===== src/rtl/r16_pkg.sv =====
// rtl/r16_pkg.sv - shared constants and address-FIFO entry type for the radix-16 write-back path
package r16_pkg;

  localparam int A_WIDTH     = 11;
  localparam int D_WIDTH     = 64;
  localparam int FIFO_DEPTH  = 64;
  localparam int PTS_PER_STG = 4096;
  localparam int NUM_STG     = 4;

  localparam int PTR_W   = $clog2(FIFO_DEPTH) + 1;
  localparam int CNT_W   = $clog2(PTS_PER_STG);
  localparam int STG_W   = $clog2(NUM_STG);
  localparam int ENTRY_W = A_WIDTH + 1;

  typedef struct packed {
    logic               bn;
    logic [A_WIDTH-1:0] ma;
  } wb_entry_t;

endpackage


===== src/rtl/r16_addr_fifo.sv =====
// rtl/r16_addr_fifo.sv - synchronous FIFO holding read {bank, address} pairs until their PE results return
module r16_addr_fifo
  import r16_pkg::*;
#(
  parameter int WIDTH = ENTRY_W,
  parameter int DEPTH = FIFO_DEPTH,
  parameter int PW    = $clog2(DEPTH) + 1
) (
  input  logic             clk,
  input  logic             rst_n,
  input  logic             push,
  input  logic             pop,
  input  logic [WIDTH-1:0] wdata,
  output logic [WIDTH-1:0] rdata,
  output logic [PW-1:0]    level,
  output logic             full,
  output logic             empty
);

  logic [WIDTH-1:0] mem [DEPTH];
  logic [PW-1:0]    wr_ptr;
  logic [PW-1:0]    rd_ptr;
  logic             do_push;
  logic             do_pop;

  // Extra pointer MSB separates full (MSBs differ) from empty (pointers equal).
  assign empty   = (wr_ptr == rd_ptr);
  assign full    = (wr_ptr[PW-1] != rd_ptr[PW-1]) && (wr_ptr[PW-2:0] == rd_ptr[PW-2:0]);
  assign level   = wr_ptr - rd_ptr;
  assign do_pop  = pop && !empty;
  assign do_push = push && (!full || do_pop);
  assign rdata   = mem[rd_ptr[PW-2:0]];

  always_ff @(posedge clk) begin
    if (do_push) mem[wr_ptr[PW-2:0]] <= wdata;
  end

  always_ff @(posedge clk or negedge rst_n) begin
    if (!rst_n) begin
      wr_ptr <= '0;
      rd_ptr <= '0;
    end else begin
      if (do_push) wr_ptr <= wr_ptr + 1'b1;
      if (do_pop)  rd_ptr <= rd_ptr + 1'b1;
    end
  end

endmodule


===== src/rtl/r16_wb_addr_seq.sv =====
// rtl/r16_wb_addr_seq.sv - replays captured read bank/address pairs as write strobes for PE results
module r16_wb_addr_seq
  import r16_pkg::*;
(
  input  logic               clk,
  input  logic               rst_n,
  input  logic               rd_valid,
  input  logic               rd_bn,
  input  logic [A_WIDTH-1:0] rd_ma,
  input  logic               pe_valid,
  input  logic [D_WIDTH-1:0] pe_data,
  output logic               bank0_we,
  output logic               bank1_we,
  output logic [A_WIDTH-1:0] wr_addr,
  output logic [D_WIDTH-1:0] wr_data,
  output logic               stage_done,
  output logic               fft_done,
  output logic [STG_W-1:0]   stage_idx,
  output logic [PTR_W-1:0]   fifo_level,
  output logic               ovf_err,
  output logic               unf_err
);

  wb_entry_t        push_entry;
  wb_entry_t        head;
  logic             full;
  logic             empty;
  logic             do_pop;
  logic             last_pt;
  logic [CNT_W-1:0] wr_cnt;

  assign push_entry = '{bn: rd_bn, ma: rd_ma};
  assign do_pop     = pe_valid && !empty;
  assign last_pt    = (wr_cnt == CNT_W'(PTS_PER_STG - 1));

  r16_addr_fifo #(
    .WIDTH(ENTRY_W),
    .DEPTH(FIFO_DEPTH)
  ) u_fifo (
    .clk  (clk),
    .rst_n(rst_n),
    .push (rd_valid),
    .pop  (pe_valid),
    .wdata(push_entry),
    .rdata(head),
    .level(fifo_level),
    .full (full),
    .empty(empty)
  );

  // Counters advance at the pop so stage_done lines up with the registered strobe.
  always_ff @(posedge clk or negedge rst_n) begin
    if (!rst_n) begin
      bank0_we   <= 1'b0;
      bank1_we   <= 1'b0;
      wr_addr    <= '0;
      wr_data    <= '0;
      stage_done <= 1'b0;
      fft_done   <= 1'b0;
      stage_idx  <= '0;
      wr_cnt     <= '0;
      ovf_err    <= 1'b0;
      unf_err    <= 1'b0;
    end else begin
      bank0_we   <= do_pop && !head.bn;
      bank1_we   <= do_pop && head.bn;
      stage_done <= do_pop && last_pt;
      fft_done   <= do_pop && last_pt && (stage_idx == STG_W'(NUM_STG - 1));
      if (do_pop) begin
        wr_addr <= head.ma;
        wr_data <= pe_data;
        if (last_pt) begin
          wr_cnt    <= '0;
          stage_idx <= (stage_idx == STG_W'(NUM_STG - 1)) ? '0 : stage_idx + 1'b1;
        end else begin
          wr_cnt <= wr_cnt + 1'b1;
        end
      end
      if (rd_valid && full && !pe_valid) ovf_err <= 1'b1;
      if (pe_valid && empty)             unf_err <= 1'b1;
    end
  end

endmodule


===== config.mk =====
export PLATFORM = sky130hd
export DESIGN_NAME = r16_wb_addr_seq
export DESIGN_NICKNAME = d
export VERILOG_FILES = /design/src/rtl/r16_pkg.sv /design/src/rtl/r16_addr_fifo.sv /design/src/rtl/r16_wb_addr_seq.sv
export SDC_FILE = /design/constraint.sdc
export NUM_CORES = 1
export LEC_CHECK = 0
export ABC_AREA = 1
export CAP_MARGIN = 0
export CELL_PAD_IN_SITES_DETAIL_PLACEMENT = 2
export CELL_PAD_IN_SITES_GLOBAL_PLACEMENT = 2
export CORE_MARGIN = 1.5
export CORE_UTILIZATION = 40
export DETAILED_ROUTE_END_ITERATION = 10
export PLACE_DENSITY = 0.77
export SYNTH_ARGS = -nofsm -noshare
export SYNTH_HDL_FRONTEND = slang
export SYNTH_HIERARCHICAL = 1
export SYNTH_SLANG_ARGS = --single-unit

===== constraint.sdc =====
create_clock -name clk -period 3.7 [get_ports clk]
set_input_delay 0.74 -clock clk [delete_from_list [all_inputs] [get_ports clk]]
set_output_delay 0.74 -clock clk [all_outputs]
set_load 0.01 [all_outputs]

Yosys cells after proc, flatten, opt, wreduce, memory -nomap -nowiden. Memory sizes are Yosys's and may differ from the RTL's. Index checks and enable logic that the tools add are counted.

Add/sub/neg operators: 5. Muxes and demuxes: 4. Equal/unequal tests: 5. Reduce and logical (&&, ||, !) cells: 16.

Operator list (number): adder 7 x 1 -> 7 bit, second input constant (2); adder 12 x 1 -> 12 bit, second input constant (1); == test 12 bit, second input constant (1); 2-to-1 mux 12 bit (1); logical AND 1 bit (10); == test 7 bit (1); subtractor 7 bit (1); == test 6 bit (1); logical NOT 1 bit (4); adder 2 x 1 -> 2 bit, second input constant (1); == test 2 bit, second input constant (1); 2-to-1 mux 1 bit (2); 2-to-1 mux 2 bit (1); AND reduction 2 bit (1); logical OR 1 bit (1); != test 1 bit (1).

Memories: 1. Logic and storage cells: 43. Output and inout port bits: 90. Input port bits: 80. Memory bits (writable): 768. Flip-flop bits (word level): 109.

Memory list: u_fifo.mem (words 64, bits a word 12, read ports 1, clocked after Yosys merged registers in 0, wr ports 1, RTL line r16_addr_fifo.sv:20) `logic [WIDTH-1:0] mem [DEPTH];`.

Logic depth before layout (Yosys ltp). Gate-level depths: netlist (run 1).

Word-level depth: 7. Gate-level depth with buffers: 18. Depth with buffers taken out: 15.

Hierarchy. Netlist (run 1), hierarchy kept.

By module, submodules not included: r16_addr_fifo (cells an instance 3053, seq. area each 23412.5 µm², instances 1, area an instance 33263.2 µm²); r16_wb_addr_seq (cells an instance 425, seq. area each 2377.3 µm², instances 1, area an instance 3779.9 µm²).

Least setup slack after synthesis (run 1). No wires, ideal clock.

Kind: register to register. Start: register u_fifo.rd_ptr[3]. End: memory u_fifo/mem[0][0] in the netlist's numbering, enable pin. Data arrival time: 2598 ps. Library setup time: 380 ps. Stages on the path, launching flop included: 16. Path slack: 722 ps. Path buffers: 4. Period minus slack after synthesis: 2978 ps. Data required time: 3320 ps. Cells stage by stage: dfrtp_1 > clkbuf_1 > inv_1 > buf_2 > buf_2 > ha_1 > nand2_1 > nor2_1 > nand3_1 > nor2_2 > nand2_2 > nand2_4 > inv_2 > buf_6 > nand4_4 > nor2_1.

Cells in the longest elaborated chain, start to end: 7. Elaborated cells between the ends (all ways): 10. Those cells by class: eq/ne (2); mux (2); reduce/logical (6).

RTL lines: start, declared (RTL line r16_addr_fifo.sv:22) `logic [PW-1:0] rd_ptr;`; start signal, assigned (RTL line r16_addr_fifo.sv:44) `if (do_pop) rd_ptr <= rd_ptr + 1'b1;`; == test 6 bit (RTL line r16_addr_fifo.sv:28) `assign full = (wr_ptr[PW-1] != rd_ptr[PW-1]) && (wr_ptr[PW-2:0] == rd_ptr[PW-2:0]);`; logical AND 1 bit (RTL line r16_addr_fifo.sv:28); via full (RTL line r16_wb_addr_seq.sv:26) `logic full;`; logical NOT 1 bit (RTL line r16_addr_fifo.sv:31) `assign do_push = push && (!full || do_pop);`; logical OR 1 bit (RTL line r16_addr_fifo.sv:31); logical AND 1 bit (RTL line r16_addr_fifo.sv:31); 2-to-1 mux 1 bit (RTL line r16_addr_fifo.sv:35) `if (do_push) mem[wr_ptr[PW-2:0]] <= wdata;`; 2-to-1 mux 1 bit (not written as such) (RTL line r16_addr_fifo.sv:35); end, declared (RTL line r16_addr_fifo.sv:20).

The timed path passes the listed nets, and every way through them passes these cells.

Worst setup path after layout (run 1).
Start: register u_fifo.wr_ptr[0]. End: output fifo_level[2].

Cells in the longest elaborated chain, start to end: 1.

RTL lines: start, declared (RTL line r16_addr_fifo.sv:21) `logic [PW-1:0] wr_ptr;`; start signal, assigned (RTL line r16_addr_fifo.sv:43) `if (do_push) wr_ptr <= wr_ptr + 1'b1;`; subtractor 7 bit (RTL line r16_addr_fifo.sv:29) `assign level = wr_ptr - rd_ptr;`; end, declared (RTL line r16_wb_addr_seq.sv:19) `output logic [PTR_W-1:0] fifo_level,`.

No other way between the ends.

==> impl_metrics.yaml, run 1 <==
outcome:
  outcome: "finished, final reports clean"
logic_synthesis:
  synth-edff-count: 768
  ys.flop_type: "edfxtp_1"
  synth_top_area_share_pct: 62.3
  synthArstFlopShare_pct: 12.4
  ys_seq_elements: 877
  syn_nets: 3569
  yosysSeqAreaShare_pct: 69.6
  syn_avg_cell_area_um2: 10.7
  syn_inst: 3478
  synth_area_leaders: "edfxtp_1 (62%), nand2_1 (14%), nand3_1 (8.1%)"
  ys_warn_count: 6
  yosysTopAreaCell: "edfxtp_1"
  synth_cell_types: 37
  synth_area_mm2: 0.0370
clock_tree:
  cts_root_buf: "clkbuf_16"
  hold_buffers: 0
  cts-buffers-inserted: 96
  htreeDepth: 3
  clock_sink_count: 877
  clockBufferDepth: 3
  clk_latency_ns: 0.68
  clk_pin_slew_ns: 0.06
  cts_tree: "built"
routing:
  wl_per_cell_um: 26.3
  detail-route-antenna-nets: 0
  via_count: 27300
  drt-initial-drc-count: 2211
  dr.pass1.iters: 7
  viasPerCell: 5.51
  drc_errors: 0
  routed_wl_um: 130000
worst_setup_path:
  cpPeakStageDelay_ns: 0.60
  crit_buf_inv: 3
  crit_type: "flip-flop to output pin"
  cp-start-kind: "flip-flop"
  crit_cells: 6
  cp.required_ns: 2.96
  crit_chain: "inv_6 > ha_1 > inv_1 > fa_1 > xor2_1 > clkdlybuf4s50_1"
  slowest_stage: "clkdlybuf4s50_1"
  crit_fanout: 8
  critPathCaptureType: "output pin"
  cpLargestDelayFamily: "buffers and inverters"
  r2r_cells: 12
  cp.arrival_ns: 2.83
layout:
  drive_above_1_share_pct: 8.37
  synthToLayoutAreaGrowth_pct: 16.9
  seq_area_mm2: 0.0258
  stdcell_count: 4951
  multi_input_area_mm2: 0.00917
  final_util_pct: 47.2
  fill_cells: 9420
  nets: 3784
global_route:
  grt_overflow_total: 0
  grt_util_all_layers_pct: 27.7
  grt_max_degree: 129
  grt_pass1_wl_um: 194000
  use_met2_pct: 49.2
  grt-busiest-layer: "met2"
  gr-usage-met3_pct: 3.85
  grt_pass1_vias: 30300
  antenna_found_initial: 2
  use_met1_pct: 34.5
placement:
  hpwl_um: 81200
  io_buffers: 169
  numPlacedInstances: 4779
  place_congestion: 0.839
floorplanning:
  core-area_mm2: 0.0917
  fp.dieW_um: 307
  die_h_um: 307
  start_util_pct: 40.4
  row_count: 111
  io_pins: 170
  die_area_mm2: 0.0944
timing:
  tightest_slew_ns: 1.38
  final_max_slew_viol_count: 0
  finalSetupViolCount: 0
  skew_ns: 0.0239
  min_period_ns: 3.57
  max_freq_mhz: 280
  finalSetupTns_ns: 0
  rsz0062_at_grt: "no"
  min_period_over_period_pct: 96.4
  slew_headroom_pct: 7.82
  hold_ws_ns: 0.218
  hold_viol: 0
hold_path:
  min_path_type: "input pin to async pin"
power_and_ir_drop:
  p_seq_share_pct: 35.5
  p_int_uw: 20000
  leakage_uw: 0.0177
  power_frac_clock_pct: 27.4
  sw_frac_of_total_pct: 40.3
  combPwrFrac_pct: 37.2
  ir_drop_mv: 0.579
  p_switching_uw: 13500
  powerDensity_mw_per_mm2: 775
flow_run:
  drv_cap: 0
==> state kept, by name, indices dropped and copies added, names as in the netlist, 2 cells and up <==
| name | count |
|---|---|
| u_fifo/mem | 768 |
| u_fifo/wr_ptr | 7 |
| wr_cnt | 12 |
| wr_data | 64 |
| u_fifo/rd_ptr | 7 |
| wr_addr | 11 |
| stage_idx | 2 |
==> final cells by class <==
cell class	count	share of cell area, %
inverters	296	2.65
clock inverters	46	0.861
flip-flops and latches	877	59.6
clock buffers	123	5.92
repair inverters	1	0.0202
repair buffers	299	6.33
well taps	1186	3.43
diodes	1	0.00578
multi-input cells	2122	21.2
==> kinds of logic after synthesis <==
| logic type | synth area share, % |
|---|---|
| muxes | 0.0270 |
| adders and majority gates | 0.392 |
| AOI/OAI and AO/OA | 0.213 |
| DFF | 69.6 |
| buffers and inverters | 5.65 |
| and+or+nand+nor | 23.5 |
| xor gates and xnor gates | 0.561 |
==> Yosys cell counts, types with 4 or more instances <==
master / instances
o21ai_0: 5
inv_1: 288
edfxtp_1: 768
nor2_1: 83
buf_2: 101
nand3_1: 600
xnor2_1: 5
nand2_2: 4
clkbuf_1: 25
nand2_4: 4
buf_1: 16
inv_2: 6
nand4_1: 7
nand2_1: 1361
dfrtp_1: 109
ha_1: 10
a21oi_1: 5
buf_4: 39
xor2_1: 15
==> routing by layer <==
layer	up-vias	wire length (um)
met5	-	31
met4	4	4280
met3	235	6910
met2	798	66300
met1	14300	52800
li1	11900	-
==> cells in the final DEF (no fill, tap or decap), drive strengths merged <==
master         count
a31o               1
nor4               1
a21oi              5
bufinv             4
fa                 1
nand2           1369
nand3            601
o21ai              6
diode              1
o21bai             1
o31ai              1
nor2              90
clkinvlp           1
nor3               3
clkbuf           123
ha                10
xor2              16
inv              295
mux2i              1
xnor2              6
dfrtp            109
clkinv            43
dlygate4sd2        2
dlymetal6s2s       1
edfxtp           768
nand4             10
buf              143
clkdlybuf4s50    153
==> timing repair <==
item / in CTS / in global routing
setup buffers: 1 / 0
endpoints found under the setup margin: 5 / 1
cloned: 1 / 0
pin swaps: 1 / 0
resized for setup: 8 / 2
==> power by group through the flow <==
stage / clock (uW) / sequential, uW / combinational, uW
2_1_floorplan: 0 / 12000 / 7060
3_3_place_gp: 0 / 12100 / 11600
3_5_place_dp: 0 / 12100 / 12200
4_1_cts: 9350 / 11900 / 12500
5_1_grt: 9660 / 12000 / 13400
6_report: 9180 / 11900 / 12500
==> final timing paths <==
kind | startpoint | endpoint | slack (ns)
max | u_fifo/wr_ptr[0] | fifo_level[2] | 0.13
max in group asynchronous | rst_n | wr_data[59] | 2.56
min | rst_n | wr_data[9] | 0.22
max reg2reg | u_fifo/wr_ptr[3] | u_fifo/mem[60][2] | 0.42
min in group clk | wr_data[39] | wr_data[39] | 0.48
min reg2reg | wr_data[39] | wr_data[39] | 0.48
==> per-stage QoR <==
step	setup WS (ns)	area, um^2	total power (uW)
3_3_place_gp	0.447	40300	23600
3_5_place_dp	0.328	40300	24300
5_1_grt	0.0279	43300	35000
2_1_floorplan	0.722	37000	19100
6_report	0.133	43300	33600
4_1_cts	0.0204	43300	33700
Power figures use the tool's default switching activity.
==> run 2: changes to the inputs <==
==> constraint.sdc (replaced) <==
create_clock -name clk -period 3.7 [get_ports clk]
set_input_delay 0.37 -clock clk [delete_from_list [all_inputs] [get_ports clk]]
set_output_delay 0.37 -clock clk [all_outputs]
set_load 0.01 [all_outputs]
==> run 2 against run 1 <==
Net effect: hold slack worse by 0.056 ns; final cell count down 0.12%; power rose by 1.1%; register-to-register slack worse by 0.03 ns; first-iteration DRC count rose by 4.6%; final area about the same; maximum frequency decreased by 0.32%; sequential share of layout area about the same; count of clock-buffer cells in the layout grew 8; utilization is essentially flat; critical endpoint is now fifo_level[5].
==> impl_metrics.yaml, run 2 (same netlist as run 1, synthesis figures left out) <==
outcome:
  outcome: "finished, final reports clean"
global_route:
  grt_max_degree: 170
  grt_pass1_vias: 29900
  grt_util_all_layers_pct: 27.9
  grt_pass1_wl_um: 196000
  grt_overflow_total: 0
  antenna_found_initial: 4
worst_setup_path:
  cp.arrival_ns: 3.21
  cp.required_ns: 3.33
  crit_type: "flip-flop to output pin"
  critPathCaptureType: "output pin"
  cp-start-kind: "flip-flop"
  crit_fanout: 27
  r2r_cells: 10
hold_path:
  min_path_type: "input pin to flip-flop"
  whs_path_depth: 1
floorplanning:
  fp.dieW_um: 307
  die_area_mm2: 0.0944
  row_count: 111
  start_util_pct: 40.4
  io_pins: 170
  core-area_mm2: 0.0917
  die_h_um: 307
layout:
  largest_reg_flops: 768
  synthToLayoutAreaGrowth_pct: 16.9
  drive_above_1_share_pct: 7.91
  final_cell_mix: "nand2_1 (1361), edfxtp_1 (768), nand3_1 (600), inv_1 (287), clkdlybuf4s50_1 (156)"
  layout_commonest_cell: "nand2_1"
  final_util_pct: 47.2
  nets: 3773
clock_tree:
  clockBufferDepth: 3
  clk_latency_ns: 0.68
  clock_sink_count: 877
  cts_tree: "built"
  cts_root_buf: "clkbuf_16"
  cts-buffers-inserted: 99
  clk_pin_slew_ns: 0.06
  htreeDepth: 3
timing:
  min_period_over_period_pct: 96.7
  finalSetupViolCount: 0
  finalSetupTns_ns: 0
  final_max_slew_viol_count: 0
  rsz0062_at_grt: "no"
  hold_ws_ns: 0.162
  skew_ns: 0.0327
  fin_ws_ns: 0.122
  min_period_ns: 3.58
  tightest_slew_ns: 1.14
  max_freq_mhz: 279
  hold_viol: 0
  slew_headroom_pct: 23.8
power_and_ir_drop:
  ir_drop_mv: 0.508
  power_uw: 33900
  leakage_uw: 0.0177
  powerDensity_mw_per_mm2: 784
routing:
  drt-initial-drc-count: 2312
  via_count: 27200
  drc_errors: 0
  routed_wl_um: 132000
  wl_per_cell_um: 26.6
  detail-route-antenna-nets: 0
  viasPerCell: 5.49
  dr.pass1.iters: 5
placement:
  io_buffers: 169
  place_congestion: 0.829
  pre_cts_slack_ns: 0.382
  hpwl_um: 80600
flow_run:
  drv_cap: 0
-- run 2: what timing repair did --
item                                   in CTS  in global routing
endpoints found under the hold margin      53                  0
pin swaps                                   0                  0
setup buffers                               0                  0
setup endpoints to repair                   1                  2
gates cloned                                0                  0
gates resized for setup                     2                  2
hold buffers                                1                  0
-- run 2: layout make-up --
| cell class | instances | area, um^2 |
|---|---|---|
| antenna | 2 | 5.00 |
| clock buffer | 131 | 2650 |
| clock inverter | 45 | 384 |
| fill | 9291 | 48400 |
| inverter | 296 | 1140 |
| multi-input combinational | 2122 | 9170 |
| sequential | 877 | 25800 |
| tap | 1186 | 1480 |
| timing repair buffer | 286 | 2660 |
-- run 2: where the power goes --
group	internal (uW)	total (uW)	switching, uW
Combinational	3470	12700	9180
Clock	5370	9430	4060
Sequential	11400	11900	416
Total	20300	33900	13700
-- run 2: routing by layer --
| metal | GRT usage, % | part of all wire (%) | vias up |
|---|---|---|---|
| met5 | 0 | 0.012 | - |
| met4 | 9.27 | 3.3 | 2 |
| met3 | 3.59 | 4.9 | 221 |
| met2 | 48.5 | 50 | 830 |
| met1 | 36.2 | 41 | 14200 |
| li1 | - | - | 11900 |
-- run 2: worst paths after layout --
check / slack, ns / to / from
max: 0.12 / fifo_level[5] / u_fifo/rd_ptr[1]
min: 0.16 / u_fifo/mem[2][8] / rd_ma[8]
max reg2reg: 0.39 / u_fifo/mem[49][7] / u_fifo/rd_ptr[1]
min reg2reg: 0.48 / wr_addr[5] / wr_addr[5]
max in group asynchronous: 2.36 / wr_data[49] / rst_n
min in group asynchronous: 0.34 / wr_data[63] / rst_n
-- run 2: per-stage QoR --
step | std cells | cell area, um^2
2_1_floorplan | 3478 | 37000
3_3_place_gp | 4766 | 40200
3_5_place_dp | 4766 | 40200
4_1_cts | 4943 | 43300
5_1_grt | 4943 | 43300
6_report | 4945 | 43300
-- run 2: worst max-delay path: stages, from the launching register on --
cell             delay, ns
dfrtp_4               0.52
inv_6                 0.23
ha_1                  0.31
nand3_1               0.10
nand2_1               0.08
a21oi_1               0.17
nor2_1                0.06
nor2_1                0.16
xnor2_1               0.25
clkdlybuf4s50_1       0.64
==> run 3: changes to the inputs <==
--- a/config.mk
+++ b/config.mk
@@ -5,12 +5,11 @@
 export SDC_FILE = /design/constraint.sdc
 export NUM_CORES = 1
 export LEC_CHECK = 0
-export ABC_AREA = 1
 export CAP_MARGIN = 0
 export CELL_PAD_IN_SITES_DETAIL_PLACEMENT = 2
 export CELL_PAD_IN_SITES_GLOBAL_PLACEMENT = 2
 export CORE_MARGIN = 1.5
-export CORE_UTILIZATION = 40
+export CORE_UTILIZATION = 46
 export DETAILED_ROUTE_END_ITERATION = 10
 export PLACE_DENSITY = 0.77
 export SYNTH_ARGS = -nofsm -noshare
==> run 3 against run 2 <==
Net effect: the flow now finishes with violations (setup timing); power shrank 6.4%; setup slack lost 0.14 ns; final area shrank 5.8%; combinational power shrank 17%; largest cell class unchanged; largest power group is now sequential cells.
==> impl_metrics.yaml, run 3 <==
hold_path:
  holdPathEnd: "wr_data[40]"
  min_path_type: "input pin to flip-flop"
  worstHoldStart: "pe_data[40]"
  whs_path_depth: 3
logic_synthesis:
  synth-edff-count: 768
  yosys-top-cells-count: "edfxtp_1 (768), nand2_1 (301), mux4_2 (134), dfrtp_1 (109), nor2_1 (103)"
  yosysMostFrequentCell: "edfxtp_1"
  ys_warn_count: 6
  synthSimpleGateAreaFrac_pct: 6.39
  ys_seq_elements: 877
  synth_top_area_share_pct: 66.7
  synth_area_mm2: 0.0346
  yosysTopAreaCell: "edfxtp_1"
  yosysSeqAreaShare_pct: 74.6
  synth.area.mux_share_pct: 12.7
  syn_inst: 1931
  ys.flop_type: "edfxtp_1"
  synth-xor-area-share_pct: 0.557
  yosys.area_share.adder_pct: 0.420
  synthArstFlopShare_pct: 12.4
  synth_area_leaders: "edfxtp_1 (67%), mux4_2 (8.7%), dfrtp_1 (7.9%)"
  synth_top_family_by_area: "multiplexers"
  synth_compound_area_share_pct: 3.30
  synth_cell_types: 63
  syn_avg_cell_area_um2: 17.9
  syn_nets: 2022
worst_setup_path:
  cp.required_ns: 4.09
  reg2reg_to: "u_fifo/mem[53][3]"
  critPathCaptureType: "flip-flop"
  rr_startpoint: "u_fifo/rd_ptr[2]"
  crit_type: "flip-flop to flip-flop"
  cp.arrival_ns: 4.10
  cp-start-kind: "flip-flop"
  r2r_slack_ns: -0.02
  crit_fanout: 15
  r2r_cells: 8
placement:
  pre_cts_slack_ns: -0.0847
  numPlacedInstances: 3097
  hpwl_um: 73700
  io_buffers: 169
  placed_area_mm2: 0.0379
  place_congestion: 0.848
routing:
  drc_errors: 0
  drt-initial-drc-count: 2592
  detail-route-antenna-nets: 0
  viasPerCell: 6.48
  dr.pass1.iters: 5
  routed_wl_um: 125000
  wl_per_cell_um: 38.3
  via_count: 21100
clock_tree:
  cts_root_buf: "clkbuf_16"
  cts_tree: "built"
  clk_pin_slew_ns: 0.07
  htreeDepth: 3
  cts-buffers-inserted: 92
  clock_sink_count: 877
  clk_latency_ns: 0.67
  clockBufferDepth: 3
layout:
  final_cell_mix: "edfxtp_1 (768), nand2_1 (296), clkdlybuf4s50_1 (153), mux4_2 (134), buf_4 (124)"
  layout_commonest_cell: "edfxtp_1"
  largest_reg_flops: 768
  synthToLayoutAreaGrowth_pct: 18.0
  nets: 2316
  drive_above_1_share_pct: 20.0
  fin_area_mm2: 0.0408
  diodes: 0
  seq_area_mm2: 0.0258
  multi_input_area_mm2: 0.00813
  stdcell_count: 3264
  fill_cells: 6419
floorplanning:
  core-area_mm2: 0.0744
  die_h_um: 277
  start_util_pct: 46.4
  io_pins: 170
  row_count: 100
  die_area_mm2: 0.0768
  fp.dieW_um: 277
global_route:
  grt_pass1_wl_um: 178000
  grt_pass1_vias: 22800
  grt_util_all_layers_pct: 32.9
  grt_overflow_total: 0
  grt_max_degree: 91
  antenna_found_initial: 3
timing:
  hold_ws_ns: 0.258
  final_max_slew_viol_count: 0
  skew_ns: 0.0331
  min_period_over_period_pct: 100
  max_freq_mhz: 269
  hold_viol: 0
  fin_ws_ns: -0.0159
  rsz0062_at_grt: "no"
  slew_headroom_pct: 9.69
  tightest_slew_ns: 1.35
  finalSetupViolCount: 9
  min_period_ns: 3.72
outcome:
  failed_checks: "setup timing"
  outcome: "finished with violations"
power_and_ir_drop:
  leakage_uw: 0.0142
  ir_drop_mv: 0.465
  powerDensity_mw_per_mm2: 779
flow_run:
  drv_cap: 0
run 3: cell count changes after synthesis, moves of 55 or more:
cell / change
nand2_1: -1060
mux2i_1: +55
mux4_2: +134
nand3_1: -588
inv_1: -272
buf_2: -77
run 3: logic make-up (layout without fill, tap and decap cells):
family / Yosys count / count (layout)
XOR/XNOR: 22 / 22
adder cells (fa/ha/maj): 11 / 11
flip-flops: 877 / 877
multiplexers: 234 / 234
AND/OR/NAND/NOR: 506 / 506
buffers and inverters: 116 / 480
AO/OA/AOI/OAI: 165 / 165
run 3: routing by layer:
| layer | routed length (um) | track usage [%] | share of wire, % | vias up |
|---|---|---|---|---|
| met5 | 9 | 0 | 0.0072 | - |
| met4 | 6400 | 15.0 | 5.1 | 2 |
| met3 | 11000 | 6.83 | 8.8 | 348 |
| met2 | 60100 | 53.4 | 48 | 1404 |
| met1 | 47500 | 42.9 | 38 | 11300 |
| li1 | - | - | - | 8129 |
run 3: worst max-delay path by stage:
stage / from / endpoint / slack, ns / cells past startpoint
after detailed placement: u_fifo/rd_ptr[2] / u_fifo/mem[58][8] / -0.08 / 8
final: u_fifo/rd_ptr[2] / u_fifo/mem[53][3] / -0.02 / 8
after global placement: u_fifo/rd_ptr[2] / u_fifo/mem[58][2] / 0.40 / 8
after floorplan: u_fifo/rd_ptr[2] / u_fifo/mem[63][0] / 0.67 / 10
after global routing: u_fifo/rd_ptr[2] / u_fifo/mem[53][3] / 0.008 / 8
after CTS: u_fifo/rd_ptr[1] / fifo_level[5] / 0.03 / 8
run 3: critical path, cell delays in order, from the launching register on:
cell,delay (ns)
dfrtp_4,0.61
inv_1,0.17
ha_1,0.43
nand4_1,0.29
o41ai_4,0.58
nor2_1,0.28
nand2_1,0.60
nor2_1,0.20
buf_4,0.25
run 3: cell type report:
cell class	instances	area share [%]
well taps	969	2.97
clock buffers	121	6.34
clock inverters	43	0.721
inverters	16	0.156
multi-input cells	938	19.9
repair buffers	300	6.64
flip-flops and latches	877	63.2
run 3: stage by stage:
| step | setup TNS [ns] | power (uW) | util [%] |
|---|---|---|---|
| 3_5_place_dp | -1.62 | 21900 | 50.8 |
| 3_3_place_gp | 0 | 21200 | 50.8 |
| 2_1_floorplan | 0 | 17600 | - |
| 6_report | -0.0992 | 31800 | 54.8 |
| 4_1_cts | 0 | 31600 | 54.8 |
| 5_1_grt | 0 | 32500 | 54.8 |
run 3: what timing repair did:
action	4_1_cts	5_1_grt
hold endpoints to repair	72	0
setup endpoints to repair	506	25
hold buffers	1	0
buffers inserted	2	0
gates resized for setup	9	6
cloned	0	0
run 3: where the power goes:
part	total, uW	leakage, uW	switching, uW	internal, uW
sequential	12000	0.00824	582	11400
combinational	10500	0.00451	6660	3890
clock	9240	0.00141	4130	5110
total	31800	0.0142	11400	20400
